$ cat config.mk
export PLATFORM = sky130hd
export DESIGN_NAME = rr_arb_8_flat
export DESIGN_NICKNAME = d
export VERILOG_FILES = /design/src/rtl/rr_arb_8_if.sv /design/src/rtl/rr_arb_8.sv /design/src/flat_wrapper.sv
export SDC_FILE = /design/constraint.sdc
export NUM_CORES = 1
export LEC_CHECK = 0
export ABC_AREA = 1
export ABC_CLOCK_PERIOD_IN_PS = 2800
export CAP_MARGIN = 10
export CORE_UTILIZATION = 40
export CTS_BUF_LIST = sky130_fd_sc_hd__clkbuf_4
export DETAILED_ROUTE_END_ITERATION = 10
export SYNTH_ARGS = -nofsm -noshare
export SYNTH_HDL_FRONTEND = slang
export SYNTH_SLANG_ARGS = --single-unit
$ cat constraint.sdc
create_clock -name clk -period 2.8 [get_ports clk]
set_input_delay 0.84 -clock clk [delete_from_list [all_inputs] [get_ports clk]]
set_output_delay 0.84 -clock clk [all_outputs]
set_load 0.02 [all_outputs]
$ cat src/rtl/rr_arb_8_if.sv
// Request/grant bundle between the requesting units and the 8-way arbiter.
// The master side drives req; the slave side (the arbiter) drives the grant
// signals. timeout_o exists only when ARB_TIMEOUT_EN is defined.
interface rr_arb_8_if;
    logic [7:0] req;
    logic [7:0] gnt;
    logic [2:0] gnt_idx;
    logic       gnt_valid;
`ifdef ARB_TIMEOUT_EN
    logic       timeout_o;
`endif

`ifdef ARB_TIMEOUT_EN
    modport master (output req, input gnt, input gnt_idx, input gnt_valid, input timeout_o);
    modport slave  (input req, output gnt, output gnt_idx, output gnt_valid, output timeout_o);
`else
    modport master (output req, input gnt, input gnt_idx, input gnt_valid);
    modport slave  (input req, output gnt, output gnt_idx, output gnt_valid);
`endif
endinterface

$ cat src/rtl/rr_arb_8.sv
// rr_arb_8: 8-way round-robin arbiter with registered one-hot grant.
// A grant is held until its owner drops its request, and one idle cycle
// always separates consecutive grants. The search pointer moves past each
// winner, so requesters are served in rotation.
// Optional feature macro: ARB_TIMEOUT_EN -- limits a grant to MAX_HOLD cycles
// and pulses timeout_o on a forced revoke.
module rr_arb_8 #(
    parameter int MAX_HOLD = 16
) (
    input  logic       clk,
    input  logic       rst,
    rr_arb_8_if.slave  bus
);

    typedef enum logic {IDLE, GRANT} state_t;

    state_t     state;
    logic [7:0] gnt_r;
    logic [2:0] idx_r;
    logic       valid_r;
    logic [2:0] ptr;

    logic       found;
    logic [2:0] winner;
    logic [2:0] cand;

`ifdef ARB_TIMEOUT_EN
    localparam int HCW = $clog2(MAX_HOLD + 1);
    logic [HCW-1:0] hcnt;
    logic           tmo_r;
`endif

    // Search req starting at ptr and wrapping around; the first set bit wins.
    always_comb begin
        found  = 1'b0;
        winner = ptr;
        cand   = ptr;
        for (int i = 0; i < 8; i++) begin
            cand = ptr + 3'(i);
            if (!found && bus.req[cand]) begin
                found  = 1'b1;
                winner = cand;
            end
        end
    end

    // Two-state grant FSM; all outputs are registered here.
    always_ff @(posedge clk) begin
        if (rst) begin
            state   <= IDLE;
            gnt_r   <= 8'h00;
            idx_r   <= 3'd0;
            valid_r <= 1'b0;
            ptr     <= 3'd0;
`ifdef ARB_TIMEOUT_EN
            hcnt    <= '0;
            tmo_r   <= 1'b0;
`endif
        end else begin
`ifdef ARB_TIMEOUT_EN
            tmo_r <= 1'b0;
`endif
            case (state)
                IDLE: begin
                    if (found) begin
                        gnt_r   <= 8'h01 << winner;
                        idx_r   <= winner;
                        valid_r <= 1'b1;
                        ptr     <= winner + 3'd1;
                        state   <= GRANT;
`ifdef ARB_TIMEOUT_EN
                        hcnt    <= '0;
`endif
                    end
                end
                GRANT: begin
                    if (!bus.req[idx_r]) begin
                        gnt_r   <= 8'h00;
                        valid_r <= 1'b0;
                        state   <= IDLE;
`ifdef ARB_TIMEOUT_EN
                    end else if (hcnt == HCW'(MAX_HOLD - 1)) begin
                        gnt_r   <= 8'h00;
                        valid_r <= 1'b0;
                        tmo_r   <= 1'b1;
                        state   <= IDLE;
                    end else begin
                        hcnt    <= hcnt + HCW'(1);
`endif
                    end
                end
                default: state <= IDLE;
            endcase
        end
    end

    assign bus.gnt       = gnt_r;
    assign bus.gnt_idx   = idx_r;
    assign bus.gnt_valid = valid_r;
`ifdef ARB_TIMEOUT_EN
    assign bus.timeout_o = tmo_r;
`endif

endmodule
$ cat src/flat_wrapper.sv
// flat-port wrapper written by rule: the top's interface ports become plain ports
module rr_arb_8_flat 
#(
    parameter int MAX_HOLD = 16
)
  (clk, rst, bus_req, bus_gnt, bus_gnt_idx, bus_gnt_valid);
  rr_arb_8_if bus_i ();
  input  logic clk;
  input  logic rst;
  input wire logic [$bits(bus_i.req)-1:0] bus_req;
  output wire logic [$bits(bus_i.gnt)-1:0] bus_gnt;
  output wire logic [$bits(bus_i.gnt_idx)-1:0] bus_gnt_idx;
  output wire logic [$bits(bus_i.gnt_valid)-1:0] bus_gnt_valid;
  assign bus_i.req = bus_req;
  assign bus_gnt = bus_i.gnt;
  assign bus_gnt_idx = bus_i.gnt_idx;
  assign bus_gnt_valid = bus_i.gnt_valid;
  rr_arb_8 #(.MAX_HOLD(MAX_HOLD)) u_core (.clk(clk), .rst(rst), .bus(bus_i));
endmodule
### After elaboration in Yosys (flattened, before gate mapping)

Cells that the tools add are included.

| cells by class | value |
|---|---|
| shift operators | 1 |
| eq/ne operators | 2 |
| add/sub/neg operators | 8 |
| bitwise gates (word level) | 1 |
| multiplexer cells | 42 |
| reduce and logical (&&, ||, !) cells | 16 |
| $lt $le $gt $ge | 9 |

Operator list:

| operator | count |
|---|---|
| 3-bit by 4-bit less-than comparator with 1-bit output, second input constant | 9 |
| 1-bit binary-select mux with 3-bit select | 9 |
| 1-bit two-way mux | 21 |
| 3-bit two-way mux | 7 |
| 8-bit two-way mux | 2 |
| 8-bit case mux with 2 select lines | 1 |
| 3-bit adder, second input constant | 4 |
| 1-bit by 3-bit << shifter with 8-bit output, first input constant | 1 |
| 1-bit logical AND | 7 |
| 1-bit zero test | 7 |
| 3-bit by 1-bit adder with 3-bit output, second input constant | 2 |
| 3-bit by 2-bit adder with 3-bit output, second input constant | 2 |
| 1-bit case mux with 2 select lines | 2 |
| 2-bit AND reduction | 2 |
| 2-bit by 1-bit != test with 1-bit output, second input constant | 1 |
| 2-bit != test, second input constant | 1 |
| 1-bit inverter | 1 |

| storage, ports and cells | value |
|---|---|
| logic and storage cells | 84 |
| bits of input ports | 10 |
| output and inout port bits | 12 |
| bits in registers | 16 |

### Longest topological paths before layout

Gate-level depths: netlist of the first run.

| logic depth | value |
|---|---|
| word-level depth | 27 |
| mapped depth | 23 |
| depth with buffers taken out | 22 |

### Worst setup path after synthesis of the first run

Ideal clock, no wire load.

| timing path | value |
|---|---|
| kind | register -> register |
| start | reg u_core.ptr[0] |
| end | reg u_core.ptr[2] |
| data required time | 2.681 ns |
| library setup time | 0.119 ns |
| period minus slack after synthesis | 2.991 ns |
| cell stages (with the launch flop) | 22 |
| arrival time | 2.872 ns |
| slack | -0.191 ns |
| path through | dfxtp_1 inv_2 buf_6 ha_1 inv_1 nand3_1 nand2_1 nand2_1 nand2_2 nand2_2 inv_2 nand4_4 nor2_4 nand2_1 nand3_1 inv_1 o21ai_1 inv_1 ha_1 ha_1 o21ai_0 a21oi_1 |

| between the ends | value |
|---|---|
| cells in the longest elaborated chain, start to end | 25 |
| elaborated cells between the ends (all ways) | 54 |
| those cells by class | 8 x add/sub; 31 x mux; 15 x reduce/logical |

RTL lines:

| what | line | text |
|---|---|---|
| from (decl) | rr_arb_8.sv:21 | `logic [2:0] ptr;` |
| from (signal assigned) | rr_arb_8.sv:69 | `ptr <= winner + 3'd1;` |
| branches (longest 23 deep; another with 3-bit by 1-bit adder with 3-bit output) | -- |  |
| 3-bit two-way mux (*) | rr_arb_8.sv:40 | `if (!found && bus.req[cand]) begin` |
| via u_core.winner[1] | rr_arb_8.sv:24 | `logic [2:0] winner;` |
| 3-bit by 1-bit adder with 3-bit output (*) | rr_arb_8.sv:69 |  |

Mark *: on every way through the listed nets, which the timed path passes. The select of a mux whose other input is x is not followed.
A chain may end at the register's enable or synchronous reset.

### Worst setup path after layout of the first run

| timing path | value |
|---|---|
| start | reg u_core.ptr[1] |
| end | reg u_core.ptr[2] |

The elaborated chain is that of the path after synthesis.

==> flow_summary.toml, run 1 <==
[clocking]
clockRootBuffer = "clkbuf_4"
cts_max_level = 1
cts_sinks = 16
clockBufferDepth = 2
cts_hold_buffers = 0
cts.clk_slew.worst_paths_ns = 0.10
cts_buffers = 3
clock_latency_ns = 0.29
tritoncts = "yes"

[floorplan]
die_w_microns = 62.4
dieArea_sq_mm = 0.00389
row_count = 21
die_h_microns = 62.4
initial_core_util = 0.427
ios = 22
core_sq_mm = 0.00342

[sta]
whs_ns = 0.467
rsz0062_at_grt = "true"
relSlewSlack = 0.689
setup_violations = 0
worst_pin_slew_ns = 0.465
min_period_ns = 2.64
final-hold-violation-count = 0
fin_crit_sh = 0.944
fmax_mhz = 378
finClkSkew_ns = 0.00582
report.final.slew_viol_count = 0

[synthesis]
synth_compound_area_frac = 0.132
synthSimpleGateAreaFrac = 0.443
synth_top_family_by_area = "simple AND/OR/NAND/NOR gates"
yosys.area_share.adder = 0.0601
synth.area.mux_share = 0.00687
yosys_warnings = 0
syn_inst = 228
synth_xor_area_frac = 0.0464
seq_area_frac_synth = 0.220
yosysUniqueCellTypes = 37
synth.ff_latch_count = 16
synth_nets = 245
synth_area_sq_mm = 0.00146
syn_avg_cell_area_sq_um = 6.39

[grt]
overflow = 0
grt_max_degree = 13
grtUsageTotal = 0.226
antenna_found_initial = 0
grt_pass1_wl_microns = 7180
grt_pass1_vias = 1560

[route]
antenna_left = 0
route.detailed.drc = 0
drt-pass1-iter-count = 4
viasPerCell = 5.05
wl_microns = 4250
wire_per_inst_microns = 12.5
routed-via-count = 1722
drt_iter0_drc = 92

[cells_and_area]
finalNetCount = 313
layout_common_cells = "nand2_1 (49), buf_4 (47), nand3_1 (24), nand2_2 (23), dfxtp_1 (14)"
antenna-diode-count = 0
fill_cells = 311
drive_gt1_frac = 0.444
utilization = 0.665
final_common_cell = "nand2_1"
seq_area_sq_um = 325
area_growth_pct = 55.9
multi_input_area_sq_mm = 0.00122

[power]
powerDensity_mw_per_mm2 = 1470
p_leak_nw = 1.03
finalPower_mw = 3.35
vdd_drop_max_mv = 0.766

[critical_path]
worstPathCellList = "inv_2 -> ha_4 -> inv_6 -> nand3_4 -> nand2_4 -> buf_4 -> o21bai_2 -> inv_2 -> nor2_4 -> inv_1 -> o21ai_1 -> nand2_1 -> nand2_2 -> inv_2 -> ha_4 -> ha_4 -> o21ai_1 -> a21oi_1"
crit_path_max_fanout = 6
path_delay_family = "adder cells"
slowest_delay_ns = 0.37
critical_path_depth = 18
crit_slowest_cell = "dfxtp_2"
cp_num_buf_inv = 6
r2r_setup_slack_ns = 0.16
worst_setup_path_start_kind = "flop"
crit_arrival_ns = 2.83
r2r_end = "u_core.ptr[2]"
cp.required_ns = 2.98
path_class = "flop to flop"
r2r_cells = 18
cp-end-kind = "flop"
timing.rr.start = "u_core.ptr[1]"
worstSetupEndpoint = "u_core.ptr[2]"
startpoint = "u_core.ptr[1]"

[placement]
gp_congestion = 0.859
io_buffers = 21
hpwl_microns = 3050

[min_path]
hp-class = "flop to flop"

[flow_run]
drv_cap = 0

[status]
status = "finished clean"
stage by stage:
stage | cells | worst slack [ns] | area (sq um) | setup TNS, ns
after floorplan | 228 | 0.0134 | 1470 | 0
after global placement | 326 | -0.593 | 1990 | -5.51
after global routing | 341 | -0.0952 | 2270 | -0.304
after CTS | 337 | 0.00162 | 2120 | 0
final | 341 | 0.156 | 2270 | 0
after detailed placement | 326 | -0.663 | 1990 | -5.99
how the worst min path moves through the flow:
stage                            startpoint                end  slack (ns)  cells after the start
after floorplan                u_core.state       u_core.state        0.53                      2
after global placement    u_core.bus.gnt[7]  u_core.bus.gnt[7]        0.45                      2
after detailed placement  u_core.bus.gnt[0]  u_core.bus.gnt[0]        0.46                      2
after CTS                 u_core.bus.gnt[0]  u_core.bus.gnt[0]        0.47                      2
after global routing      u_core.bus.gnt[0]  u_core.bus.gnt[0]        0.49                      2
final                     u_core.bus.gnt[1]  u_core.bus.gnt[1]        0.47                      2
flip-flops by register name, indices dropped and copies added, names as in the netlist:
name / cells
u_core.state: 1
u_core.ptr: 3
u_core.bus.gnt_idx: 3
u_core.bus.gnt: 8
u_core.bus.gnt_valid: 1
power breakdown:
group / leakage, nW / total [mW] / internal (mW) / switching [mW]
registers: 0.132 / 0.367 / 0.311 / 0.0564
clock network: 0.0154 / 0.127 / 0.0519 / 0.0755
logic: 0.880 / 2.85 / 1.28 / 1.57
total: 1.03 / 3.35 / 1.65 / 1.70
per-layer routing:
| metal | global-route usage | vias up | wire (microns) |
|---|---|---|---|
| met4 | 0.0378 | 0 | 53 |
| met5 | 0 | - | 0 |
| met3 | 0.0331 | 7 | 253 |
| met1 | 0.318 | 766 | 1950 |
| li1 | - | 889 | - |
| met2 | 0.367 | 60 | 1990 |
repair_timing:
item / 4_1_cts / 5_1_grt
gates resized for setup: 32 / 48
pin swaps: 31 / 23
buffers inserted: 7 / 4
gates cloned: 0 / 0
setup endpoints to repair: 11 / 11
logic make-up after synthesis:
logic type	Yosys count
flip-flops	16
multiplexers	1
buffers and inverters	30
AO/OA/AOI/OAI	34
XOR/XNOR	6
AND/OR/NAND/NOR	134
adder cells (fa/ha/maj)	7
worst reg2reg max path, cell delays in order, from the launching register on:
cell and delay (ns):
dfxtp_2 0.37, inv_2 0.06, ha_4 0.34, inv_6 0.06, nand3_4 0.09, nand2_4 0.06, buf_4 0.13, o21bai_2 0.24
inv_2 0.08, nor2_4 0.13, inv_1 0.07, o21ai_1 0.15, nand2_1 0.09, nand2_2 0.07, inv_2 0.05, ha_4 0.16
ha_4 0.20, o21ai_1 0.13, a21oi_1 0.05
Yosys cell counts:
master | number | share of area
xnor2_1 | 2 | 0.012
nor3_1 | 1 | 0.0034
or2_0 | 1 | 0.0043
nand3_2 | 3 | 0.021
a21oi_1 | 13 | 0.045
xnor2_2 | 1 | 0.011
clkinv_2 | 1 | 0.0034
o211ai_1 | 1 | 0.0052
o21bai_1 | 1 | 0.0052
inv_1 | 15 | 0.039
nand2_1 | 67 | 0.17
o21ai_0 | 7 | 0.024
nand4_4 | 1 | 0.015
nor2_1 | 14 | 0.036
nor2_2 | 1 | 0.0043
xor2_1 | 2 | 0.012
nand2_2 | 6 | 0.026
nand3_1 | 32 | 0.11
dfxtp_1 | 16 | 0.22
inv_2 | 7 | 0.018
nand4_1 | 3 | 0.013
a21oi_2 | 1 | 0.0060
clkbuf_1 | 1 | 0.0026
clkinv_1 | 1 | 0.0026
nor2_4 | 3 | 0.023
buf_4 | 3 | 0.015
xor2_2 | 1 | 0.011
ha_1 | 7 | 0.060
o221ai_1 | 1 | 0.0060
o32ai_1 | 1 | 0.0060
buf_2 | 1 | 0.0034
nand2_4 | 2 | 0.015
o21ai_1 | 6 | 0.021
buf_6 | 1 | 0.0077
a31oi_1 | 1 | 0.0043
o21a_1 | 2 | 0.010
mux2i_1 | 1 | 0.0069
final cells by class:
cell class,instances,area share
Timing Repair Buffer,69,0.239
Clock inverter,1,0.00165
Inverter,24,0.0424
Clock buffer,3,0.00991
Sequential cell,16,0.143
Multi-Input combinational cell,182,0.539
Tap cell,46,0.0253
Note: power is estimated with default switching activity, not from simulation.
==> run 2, diff against run 1 <==
Settings changed: ABC_AREA 1 to not set.
==> flow_summary.toml, run 2 <==
[sta]
worst_pin_slew_ns = 0.395
rsz0062_at_grt = "true"
final-hold-violation-count = 0
finClkSkew_ns = 0.00735
setup_violations = 15
fin_crit_sh = 1.20
report.final.slew_viol_count = 0
setup_ws_ns = -0.561
relSlewSlack = 0.737
final.setup.tns_ns = -5.97
min_period_ns = 3.36
fmax_mhz = 298

[clocking]
clockRootBuffer = "clkbuf_4"
clockBufferDepth = 2
cts_sinks = 16
clock_latency_ns = 0.28
cts_buffers = 3
cts_hold_buffers = 0
cts.clk_slew.worst_paths_ns = 0.10
tritoncts = "yes"
cts_max_level = 1

[cells_and_area]
largest_reg_flops = 8
finalNetCount = 271
area_growth_pct = 55.4
final_common_cell = "buf_4"
design_area_sq_mm = 0.00263
layout_common_cells = "buf_4 (65), dfxtp_1 (14), clkdlybuf4s50_1 (13), mux4_2 (11), nor2_1 (11)"
drive_gt1_frac = 0.565
antenna-diode-count = 0
fill_cells = 331

[synthesis]
syn_avg_cell_area_sq_um = 10.1
synth.ff_latch_count = 16
synth_area_sq_mm = 0.00169
yosysTopAreaCellShare = 0.189
synth_nets = 184
syn_inst = 167
yosysUniqueCellTypes = 46
yosysMostFrequentCell = "dfxtp_1"
async_flop_share = 0
yosys_warnings = 0
synth_common_cells = "dfxtp_1 (16), nand2_1 (14), a21oi_1 (12), nor2_1 (12), mux2i_1 (11)"
seq_area_frac_synth = 0.189
synth-edff-count = 0
synth.area.top_cells = "dfxtp_1 (19%), mux4_1 (11%), mux4_2 (8.0%), mux2i_1 (6.5%), mux2_2 (6.0%)"
synthFlopType = "dfxtp_1"
synth_area_leader_cell = "dfxtp_1"

[floorplan]
die_w_microns = 67.1
dieArea_sq_mm = 0.00450
row_count = 23
core_sq_mm = 0.00403
die_h_microns = 67.1
initial_core_util = 0.420
ios = 22

[critical_path]
slowest_delay_ns = 0.54
path_class = "flop to flop"
timing.rr.start = "u_core.ptr[0]"
crit_path_max_fanout = 6
cp_num_buf_inv = 5
crit_slowest_cell = "mux4_2"
worstPathCellList = "clkinv_4 -> ha_4 -> buf_6 -> mux2_4 -> mux4_2 -> nand2b_4 -> nor3_4 -> a21oi_2 -> a211oi_2 -> inv_1 -> buf_4 -> buf_4 -> ha_4 -> a32o_1"
worst_setup_path_start_kind = "flop"
startpoint = "u_core.ptr[0]"
cp.required_ns = 2.98
cp-end-kind = "flop"
crit_arrival_ns = 3.54
path_delay_family = "multiplexers"

[status]
violations = "setup timing"
status = "finished with violations"

[flow_run]
drv_cap = 0

[route]
drt_iter0_drc = 117
route.detailed.drc = 0
viasPerCell = 5.83
wire_per_inst_microns = 17.7
wl_microns = 5380
antenna_left = 0
drt-pass1-iter-count = 4
routed-via-count = 1767

[placement]
postPlaceCellArea_sq_mm = 0.00237
io_buffers = 21
gp_congestion = 0.881
hpwl_microns = 4030

[grt]
grt_pass1_vias = 1727
grt_max_degree = 13
grtUsageTotal = 0.255
overflow = 0
antenna_found_initial = 0
grt_pass1_wl_microns = 8510

[min_path]
hp-class = "flop to flop"
min-delay-start = "u_core.bus.gnt_valid"
## run 2: path summary, 6_finish.rpt
| path | to | slack (ns) | cells after the start |
|---|---|---|---|
| worst max-delay path | u_core.bus.gnt[2] | -0.56 | 14 |
| worst min-delay path | u_core.bus.gnt_valid | 0.46 | 2 |
| worst max register to register | u_core.bus.gnt[2] | -0.56 | 14 |
| worst min register to register | u_core.bus.gnt_valid | 0.46 | 2 |
## run 2: cells by family (layout without fill, tap and decap cells)
logic type / Yosys count / count (layout) / synth area share
xor+xnor: 5 / 5 / 0.0259
buf+inv: 14 / 100 / 0.0665
simple gates: 49 / 49 / 0.156
fa+ha+maj: 7 / 7 / 0.0517
compound gates: 43 / 43 / 0.197
mux: 33 / 33 / 0.313
flops: 16 / 16 / 0.189
## run 2: area by class of cell
type / instances / area (sq um) / area share
Tap cell: 50 / 62.6 / 0.0238
Clock inverter: 1 / 3.75 / 0.00143
Sequential cell: 16 / 323 / 0.123
Multi-Input combinational cell: 137 / 1450 / 0.550
Inverter: 6 / 32.5 / 0.0124
Clock buffer: 3 / 22.5 / 0.00856
Timing Repair Buffer: 90 / 739 / 0.281
## run 2: stage by stage
stage,hold slack [ns],setup WS [ns],instances,util
after CTS,0.460,-0.525,295,0.632
after global placement,0.445,-1.05,284,0.589
final,0.456,-0.561,303,0.653
after floorplan,0.479,-0.577,167,-
after global routing,0.489,-0.707,303,0.653
after detailed placement,0.448,-1.15,284,0.589
## run 2: worst register-to-register path: stages (launching register included)
cell and delay (ns):
dfxtp_2 0.36, clkinv_4 0.06, ha_4 0.32, buf_6 0.13, mux2_4 0.30, mux4_2 0.54
nand2b_4 0.20, nor3_4 0.27, a21oi_2 0.09, a211oi_2 0.25, inv_1 0.09, buf_4 0.14
buf_4 0.13, ha_4 0.16, a32o_1 0.22
## run 2: metal layers
layer,global-route usage,vias up,wire length [microns]
met5,0,-,0
met4,0.0585,0,87
met3,0.0360,10,137
met2,0.426,44,2690
met1,0.343,880,2470
li1,-,833,-
## run 2: timing repair
action / CTS / global route
gates resized for setup: 45 / 12
setup buffers: 7 / 8
pin swaps: 7 / 12
endpoints found under the setup margin: 16 / 15
Power of run 2 is left out: the tool's default activity adds up to more than one toggle a clock period on the data nets, which glitch-free logic cannot reach.
